File: src/rtl/seq_add_pkg.sv
// Shared parameters and FSM state encoding for the sequential array adder
// (streamer and accumulator side).
package seq_add_pkg;

    localparam int NIB_W = 4;
    localparam int DEPTH = 128;
    localparam int IDX_W = 7;
    localparam int SUM_W = 12;

    localparam logic [IDX_W-1:0] LAST_IDX = IDX_W'(DEPTH - 1);

    typedef enum logic [1:0] {
        ST_IDLE   = 2'd0,
        ST_LOADED = 2'd1,
        ST_STREAM = 2'd2,
        ST_DONE   = 2'd3
    } state_e;

endpackage

File: src/rtl/seq_array_streamer_if.sv
// Load/stream bundle between the array source, the streamer and the accumulator.
// SEQ_STREAM_SUM_EN adds the exp_sum reference-sum signal.
interface seq_array_streamer_if;
    import seq_add_pkg::*;

    logic                   load;
    logic [DEPTH*NIB_W-1:0] arr_in;
    logic [NIB_W-1:0]       mask_in;
    logic                   start;
    logic                   nib_ready;
    logic [NIB_W-1:0]       nib_out;
    logic [NIB_W-1:0]       check_out;
    logic                   nib_valid;
    logic [IDX_W-1:0]       idx;
    logic                   busy;
    logic                   done;
`ifdef SEQ_STREAM_SUM_EN
    logic [SUM_W-1:0]       exp_sum;

    modport master (
        output load, arr_in, mask_in, start, nib_ready,
        input  nib_out, check_out, nib_valid, idx, busy, done, exp_sum
    );
    modport slave (
        input  load, arr_in, mask_in, start, nib_ready,
        output nib_out, check_out, nib_valid, idx, busy, done, exp_sum
    );
`else
    modport master (
        output load, arr_in, mask_in, start, nib_ready,
        input  nib_out, check_out, nib_valid, idx, busy, done
    );
    modport slave (
        input  load, arr_in, mask_in, start, nib_ready,
        output nib_out, check_out, nib_valid, idx, busy, done
    );
`endif

endinterface

File: src/rtl/seq_nib_select.sv
// Combinational DEPTH:1 element mux: picks element idx out of the packed array.
module seq_nib_select
    import seq_add_pkg::*;
(
    input  logic [DEPTH*NIB_W-1:0] arr,
    input  logic [IDX_W-1:0]       idx,
    output logic [NIB_W-1:0]       nib
);

    assign nib = arr[idx*NIB_W +: NIB_W];

endmodule

File: src/rtl/seq_array_streamer.sv
// Transmit side of the sequential array adder: holds the array and streams one
// masked nibble per handshake. SEQ_STREAM_SUM_EN adds the exp_sum reference sum.
module seq_array_streamer
    import seq_add_pkg::*;
(
    input  logic                 clk,
    input  logic                 rst,
    seq_array_streamer_if.slave  bus
);

    state_e                 state_r, state_nx_s;
    logic [DEPTH*NIB_W-1:0] arr_r;
    logic [NIB_W-1:0]       mask_r;
    logic [NIB_W-1:0]       check_r;
    logic [NIB_W-1:0]       nib_s;
    logic [IDX_W-1:0]       idx_r, idx_nx_s;
    logic                   valid_r;
    logic                   done_r;
    logic                   cap_s;
    logic                   hs_s;

    seq_nib_select u_sel (
        .arr (arr_r),
        .idx (idx_r),
        .nib (nib_s)
    );

    assign hs_s = valid_r & bus.nib_ready;

    // Next-state, index and capture decode
    always_comb begin
        state_nx_s = state_r;
        idx_nx_s   = idx_r;
        cap_s      = 1'b0;
        case (state_r)
            ST_IDLE: begin
                if (bus.load) begin
                    state_nx_s = ST_LOADED;
                    idx_nx_s   = '0;
                    cap_s      = 1'b1;
                end else begin
                    state_nx_s = ST_IDLE;
                end
            end
            ST_LOADED: begin
                // load takes priority over a simultaneous start
                if (bus.load) begin
                    state_nx_s = ST_LOADED;
                    idx_nx_s   = '0;
                    cap_s      = 1'b1;
                end else if (bus.start) begin
                    state_nx_s = ST_STREAM;
                    idx_nx_s   = '0;
                end else begin
                    state_nx_s = ST_LOADED;
                end
            end
            ST_STREAM: begin
                if (hs_s) begin
                    if (idx_r == LAST_IDX) begin
                        state_nx_s = ST_DONE;
                    end else begin
                        idx_nx_s = idx_r + IDX_W'(1);
                    end
                end else begin
                    state_nx_s = ST_STREAM;
                end
            end
            ST_DONE: begin
                state_nx_s = ST_LOADED;
            end
            default: begin
                state_nx_s = ST_IDLE;
                idx_nx_s   = '0;
            end
        endcase
    end

    // State, storage and registered status outputs
    always_ff @(posedge clk) begin
        if (rst) begin
            state_r <= ST_IDLE;
            arr_r   <= '0;
            mask_r  <= '0;
            idx_r   <= '0;
            valid_r <= 1'b0;
            done_r  <= 1'b0;
            check_r <= '0;
        end else begin
            state_r <= state_nx_s;
            idx_r   <= idx_nx_s;
            if (cap_s) begin
                arr_r  <= bus.arr_in;
                mask_r <= bus.mask_in;
            end
            // mask_r never changes on a cycle that enters STREAM, so it is safe here
            valid_r <= (state_nx_s == ST_STREAM);
            done_r  <= (state_nx_s == ST_DONE);
            check_r <= (state_nx_s == ST_STREAM) ? mask_r : {NIB_W{1'b0}};
        end
    end

    assign bus.nib_out   = nib_s;
    assign bus.check_out = check_r;
    assign bus.nib_valid = valid_r;
    assign bus.idx       = idx_r;
    assign bus.busy      = valid_r;
    assign bus.done      = done_r;

`ifdef SEQ_STREAM_SUM_EN
    logic [SUM_W-1:0] sum_r;
    logic             sum_clr_s;

    assign sum_clr_s = (state_r == ST_LOADED) & bus.start & ~bus.load;

    // Reference sum of the masked elements actually handed to the accumulator
    always_ff @(posedge clk) begin
        if (rst) begin
            sum_r <= '0;
        end else if (sum_clr_s) begin
            sum_r <= '0;
        end else if (hs_s) begin
            sum_r <= sum_r + SUM_W'(nib_s & mask_r);
        end
    end

    assign bus.exp_sum = sum_r;
`endif

endmodule

File: src/flat_wrapper.sv
// flat-port wrapper written by rule: the top's interface ports become plain ports
module seq_array_streamer_flat import seq_add_pkg::*;
  (clk, rst, bus_load, bus_arr_in, bus_mask_in, bus_start, bus_nib_ready, bus_nib_out, bus_check_out, bus_nib_valid, bus_idx, bus_busy, bus_done);
  seq_array_streamer_if bus_i ();
  input  logic clk;
  input  logic rst;
  input wire logic [$bits(bus_i.load)-1:0] bus_load;
  input wire logic [$bits(bus_i.arr_in)-1:0] bus_arr_in;
  input wire logic [$bits(bus_i.mask_in)-1:0] bus_mask_in;
  input wire logic [$bits(bus_i.start)-1:0] bus_start;
  input wire logic [$bits(bus_i.nib_ready)-1:0] bus_nib_ready;
  output wire logic [$bits(bus_i.nib_out)-1:0] bus_nib_out;
  output wire logic [$bits(bus_i.check_out)-1:0] bus_check_out;
  output wire logic [$bits(bus_i.nib_valid)-1:0] bus_nib_valid;
  output wire logic [$bits(bus_i.idx)-1:0] bus_idx;
  output wire logic [$bits(bus_i.busy)-1:0] bus_busy;
  output wire logic [$bits(bus_i.done)-1:0] bus_done;
  assign bus_i.load = bus_load;
  assign bus_i.arr_in = bus_arr_in;
  assign bus_i.mask_in = bus_mask_in;
  assign bus_i.start = bus_start;
  assign bus_i.nib_ready = bus_nib_ready;
  assign bus_nib_out = bus_i.nib_out;
  assign bus_check_out = bus_i.check_out;
  assign bus_nib_valid = bus_i.nib_valid;
  assign bus_idx = bus_i.idx;
  assign bus_busy = bus_i.busy;
  assign bus_done = bus_i.done;
  seq_array_streamer u_core (.clk(clk), .rst(rst), .bus(bus_i));
endmodule
File: config.mk
export PLATFORM = sky130hd
export DESIGN_NAME = seq_array_streamer_flat
export DESIGN_NICKNAME = d
export VERILOG_FILES = /design/src/rtl/seq_add_pkg.sv /design/src/rtl/seq_array_streamer_if.sv /design/src/rtl/seq_nib_select.sv /design/src/rtl/seq_array_streamer.sv /design/src/flat_wrapper.sv
export SDC_FILE = /design/constraint.sdc
export NUM_CORES = 1
export LEC_CHECK = 0
export ABC_AREA = 0
export BUFFER_PORTS_ARGS = -buffer_cell sky130_fd_sc_hd__buf_2
export CORE_MARGIN = 2
export CORE_UTILIZATION = 28
export DETAILED_ROUTE_END_ITERATION = 10
export GPL_TIMING_DRIVEN = 0
export PLACE_DENSITY = 0.59
export SYNTH_ARGS = -nofsm -noshare
export SYNTH_HDL_FRONTEND = slang
export SYNTH_SLANG_ARGS = --single-unit
File: constraint.sdc
create_clock -name clk -period 1.9 [get_ports clk]
set_input_delay 0.095 -clock clk [delete_from_list [all_inputs] [get_ports clk]]
set_output_delay 0.095 -clock clk [all_outputs]
set_load 0.02 [all_outputs]
# --- Word-level counts from Yosys, hierarchy flattened ---
# Index checks and enable logic that the tools add are counted.
totals:
  register_bits: 531
  in_bits: 521
  out_inout_bits: 18
  word_cells: 40
classes:
  n_addsub: 1
  eq_ne: 10
  n_shift: 1
  n_mux: 14
  bitwise: 2
  reduce_logical: 5
ops:
  columns: ["operator", "count"]
  rows:
  - ["$shiftx 512x10->4", 1]
  - ["$mux 7", 5]
  - ["$pmux 7 s3", 1]
  - ["$eq 2x2->1 const B", 4]
  - ["$mux 2", 4]
  - ["$pmux 2 s4", 1]
  - ["$add 7x1->7 const B", 1]
  - ["$eq 7x7->1 const B", 1]
  - ["$reduce_and 5->1", 1]
  - ["$ne 2x2->1 const B", 2]
  - ["$reduce_or 2->1", 2]
  - ["$mux 1", 3]
  - ["$ne 3x3->1 const B", 1]
  - ["$reduce_bool 3->1", 1]
  - ["$eq 2x1->1 const B", 1]
  - ["$logic_not 2->1", 1]
  - ["$ne 2x1->1 const B", 1]
  - ["$and 1x1->1", 1]
  - ["$not 1->1", 1]

# --- Logic depth before layout (Yosys ltp) ---
depth:
  word_depth: 7
  mapped_depth: 10

# --- Cells and area by module ---
# From an unflattened synthesis, not the netlist that was laid out.
unflattened:
  cells_unflattened: 2518
  area_unflattened_um2: 22207.5
by_module_without_submodules:
  columns: ["module", "instances", "cells_per_inst", "area_per_inst_um2", "seq_area_each_um2"]
  rows:
  - ["seq_array_streamer", 1, 2309, 18215.0, 10630.2]
  - ["seq_nib_select", 1, 209, 3992.6, 0.0]

# --- Least setup slack after synthesis ---
# No wires, ideal clock.
synth_timing:
  path_type: "flip-flop to output port"
  from: "reg u_core.idx_r[0] (netlist: u_core.bus.idx[0])"
  to: "out bus_nib_out[2]"
  arrival_ns: 2.115
  required_time_ns: 1.805
  path_slack_ns: -0.310
  stages_incl_launch_ff: 9
  cell_sequence: "dfxtp_1 > buf_6 > buf_8 > buf_6 > mux4_2 > mux2i_1 > nor2_1 > a311oi_1 > a32oi_1"
synth_between:
  elab_chain_cells: 1
synth_rtl:
  columns: ["item", "line_no", "text"]
  rows:
  - ["start: declaration", "seq_array_streamer.sv:16", "logic [IDX_W-1:0] idx_r, idx_nx_s;"]
  - ["start signal: assignment", "seq_array_streamer.sv:91", "idx_r <= idx_nx_s;"]
  - ["$shiftx 512x10->4", "seq_nib_select.sv:10", "assign nib = arr[idx*NIB_W +: NIB_W];"]
  - ["end: declaration", "flat_wrapper.sv:12", "output wire logic [$bits(bus_i.nib_out)-1:0] bus_nib_out;"]
# No other way between the ends.

# --- Final worst setup path ---
layout_timing:
  from: "reg u_core.idx_r[1] (netlist: u_core.bus.idx[1])"
  to: "out bus_nib_out[2]"
# Same word-level chain as after synthesis.

==> flow_metrics.tcl <==
set metrics [dict create \
    synth_cell_types 58 \
    synth_nets 3193 \
    crit_path_cell_trace "buf_12 -> buf_16 -> buf_12 -> mux4_2 -> a22o_1 -> nor4b_4 -> a311o_1 -> a32oi_2 -> buf_6" \
    whs_ns 0.0482 \
    totalWireLength_um 113000 \
    p_leak_nw 14.1 \
    clk_pin_slew_worst_paths_ns 0.06 \
    io_pins 539 \
    final.setup_skew_ns 0.0225 \
    clkSinkCount 531 \
    critical_path_class "flop to output pin" \
    finalSetupTns_ns -5.33 \
    cp.required_ns 1.80 \
    die_y_um 287 \
    grtUsageTotal 0.266 \
    drc 0 \
    crit_top_cell "buf_12" \
    cts_buffers 59 \
    crit_arrival_ns 3.16 \
    ys_ff_latch 531 \
    vias_per_cell 4.96 \
    numPortBuffers 537 \
    cp_max_fo 7 \
    grt_max_degree 20 \
    rsz0062_at_grt "yes" \
    insertion_delay_ns 0.61 \
    ys.flop_type "dfxtp_1" \
    gr-total-overflow 0 \
    finalSetupViolCount 4 \
    first_global_vias 24500 \
    vias 24400 \
    hold_class "input pin to flop" \
    synth_edf_count 0 \
    wl_per_cell_um 23.0 \
    nNetsFinal 4335 \
    finalWorstSetupSlack_ns -1.36 \
    yosysWarnings 0 \
    finalCriticalPeriod_ns 3.26 \
    hold_viol_final 0 \
    cts_root_buf "clkbuf_16" \
    core_um2 79100 \
    end_kind "output pin" \
    antenna_found_initial 16 \
    synth_seq_area_share 0.474 \
    p_per_area_nw_per_um2 797 \
    fmax_ghz 0.307 \
    synth_top_area_frac 0.474 \
    slew-limit-headroom 0.367 \
    post-route-period-util 1.72 \
    cp_top_family "compound AO/OA/AOI/OAI gates" \
    peakVddDrop_uv 646 \
    dieArea_um2 82400 \
    post-dp-hpwl_um 80100 \
    p_total_w 0.0281 \
    cpMaxStageDelayCell "mux4_2" \
    initial_core_util 0.283 \
    syn_inst 2671 \
    cts-htree-levels 2 \
    violations "negative setup slack" \
    synth.area.top_cells "dfxtp_1 47%, nand2_1 18%, a21oi_1 12%" \
    die_width_um 287 \
    areaGrowthSynthToFinish_pct 57.2 \
    yosysTopAreaCell "dfxtp_1" \
    cts_tree "built" \
    cp-start-kind "flop" \
    drt_first_pass_iters 6 \
    final_core_util 0.446 \
    place.gp.congestion 0.850 \
    status "finished, violations left" \
    cpPeakStageDelay_ns 0.52 \
    critPathBufInv 4 \
    synth_area_um2 22400 \
    grt_pass1_wl_um 160000 \
    worstMarginPinSlew_ns 0.947 \
    slew_violations 0 \
    fp-row-count 103 \
    synth.avg_cell_area_um2 8.40 \
    drtAntennaViolNets 0 \
    async_flop_share 0 \
    clock_path_buffers 3 \
    drtIter0Drc 1783 \
    max_cap_viol_count 0 \
    drive_gt1_frac 0.252 \
]
layout make-up:
type	count	area, µm²
sequential	531	10600
fill	7616	43900
tap	1050	1310
clock inverter	28	330
multi-input combinational	1914	11300
clock buffer	80	1720
buffer	218	1620
inverter	4	15.0
timing repair buffer	1085	8300
antenna	11	27.5
routing by layer:
layer  wire length (µm)  part of all wire  GRT usage
met1              46000              0.41      0.329
met2              54600              0.48      0.458
met3               7720             0.068     0.0452
met4               5010             0.044      0.107
met5                 24           0.00021          0
Yosys cell counts (2+ instances only):
| library cell | n |
|---|---|
| inv_1 | 4 |
| a2111oi_0 | 3 |
| or2_2 | 2 |
| mux4_1 | 9 |
| xor2_1 | 3 |
| o21ai_0 | 6 |
| a31oi_1 | 3 |
| a31o_2 | 2 |
| o2111ai_1 | 3 |
| a41oi_1 | 2 |
| buf_6 | 17 |
| a22o_1 | 9 |
| a211oi_1 | 12 |
| and3_1 | 4 |
| buf_12 | 2 |
| nand3b_1 | 2 |
| and2_1 | 5 |
| buf_1 | 6 |
| dfxtp_1 | 531 |
| o221ai_1 | 9 |
| o32a_1 | 3 |
| buf_2 | 9 |
| o22ai_1 | 14 |
| clkbuf_1 | 175 |
| nor3_1 | 5 |
| a22oi_1 | 10 |
| nand4_1 | 2 |
| nand3_1 | 7 |
| nand2b_1 | 5 |
| buf_4 | 11 |
| o211ai_1 | 2 |
| mux2i_1 | 62 |
| or3_1 | 2 |
| a311oi_1 | 2 |
| a21oi_1 | 525 |
| nor2b_1 | 12 |
| nor2_2 | 2 |
| nand2_1 | 1059 |
| nor4_1 | 4 |
| nor2_1 | 15 |
| mux4_2 | 94 |
metrics by stage:
stage | instance area [µm²] | std cells | setup slack, ns
2_1_floorplan | 22500 | 2671 | -0.127
3_3_place_gp | 26500 | 4258 | -1.94
3_5_place_dp | 26500 | 4258 | -1.95
4_1_cts | 35000 | 4905 | -1.39
5_1_grt | 35200 | 4918 | -1.38
6_report | 35300 | 4921 | -1.36
layout by cell type, fill, tap and decap left out, types with 9 or more instances in the layout:
master and n:
nand2_1 1056, buf_12 25, mux4_2 95, buf_4 18
nor2b_1 12, diode_2 11, clkbuf_8 14, a22o_1 9
nor2_1 14, clkbuf_16 61, clkbuf_1 88, buf_16 15
clkbuf_2 74, clkinv_2 11, dfxtp_1 526, a21oi_1 524
o22ai_1 10, dlygate4sd3_1 518, mux2i_1 48, buf_2 541
mux2i_2 9
final timing paths:
| check | start | cells after the start | endpoint | slack [ns] |
|---|---|---|---|---|
| worst min-delay path | bus_nib_ready | 5 | u_core.bus.idx[0] | 0.05 |
| worst min register to register | u_core.arr_r[411] | 2 | u_core.arr_r[411] | 0.45 |
| worst max-delay path | u_core.bus.idx[1] | 9 | bus_nib_out[2] | -1.36 |
| worst max register to register | u_core.bus.idx[1] | 8 | u_core.bus.idx[3] | 0.06 |
registers in the layout (all words and copies together), names as in the netlist:
name and cells:
u_core.bus.check_out 4, u_core.bus.busy 1, u_core.bus.idx 7, u_core.bus.done 1, u_core.mask_r 4, u_core.arr_r 512
u_core.state_r 2
power breakdown:
| part | internal, W | leakage (nW) | switching (W) | total (W) |
|---|---|---|---|---|
| logic | 0.00187 | 8.75 | 0.00198 | 0.00385 |
| clock network | 0.00715 | 1.01 | 0.00495 | 0.0121 |
| registers | 0.0118 | 4.38 | 0.000363 | 0.0122 |
worst register-to-register path, delay by kind of cell, from the launching register on:
family	cells	cell delay [ns]
XOR/XNOR	1	0.18
buffers and inverters	5	0.96
flip-flops	1	0.40
AND/OR/NAND/NOR	1	0.06
AO/OA/AOI/OAI	1	0.13
repair_timing:
item / 4_1_cts / 5_1_grt
resized for setup: 242 / 83
setup endpoints to repair: 454 / 377
pin swaps: 16 / 13
cloned: 3 / 0
hold endpoints to repair: 518 / 0
setup buffers: 22 / 5
hold buffers: 518 / 0
cell families (layout without fill, tap and decap cells):
logic type               after synthesis  count (layout)  share of synthesized area
AO/OA/AOI/OAI                        615             615                      0.149
XOR/XNOR                               4               4                    0.00156
adder cells (fa/ha/maj)                1               1                   0.000558
buffers and inverters                226            1415                     0.0479
flip-flops                           531             531                      0.474
multiplexers                         166             166                      0.133
other                                  0              11                          0
AND/OR/NAND/NOR                     1128            1128                      0.194
Note: power is estimated with default switching activity, not from simulation.
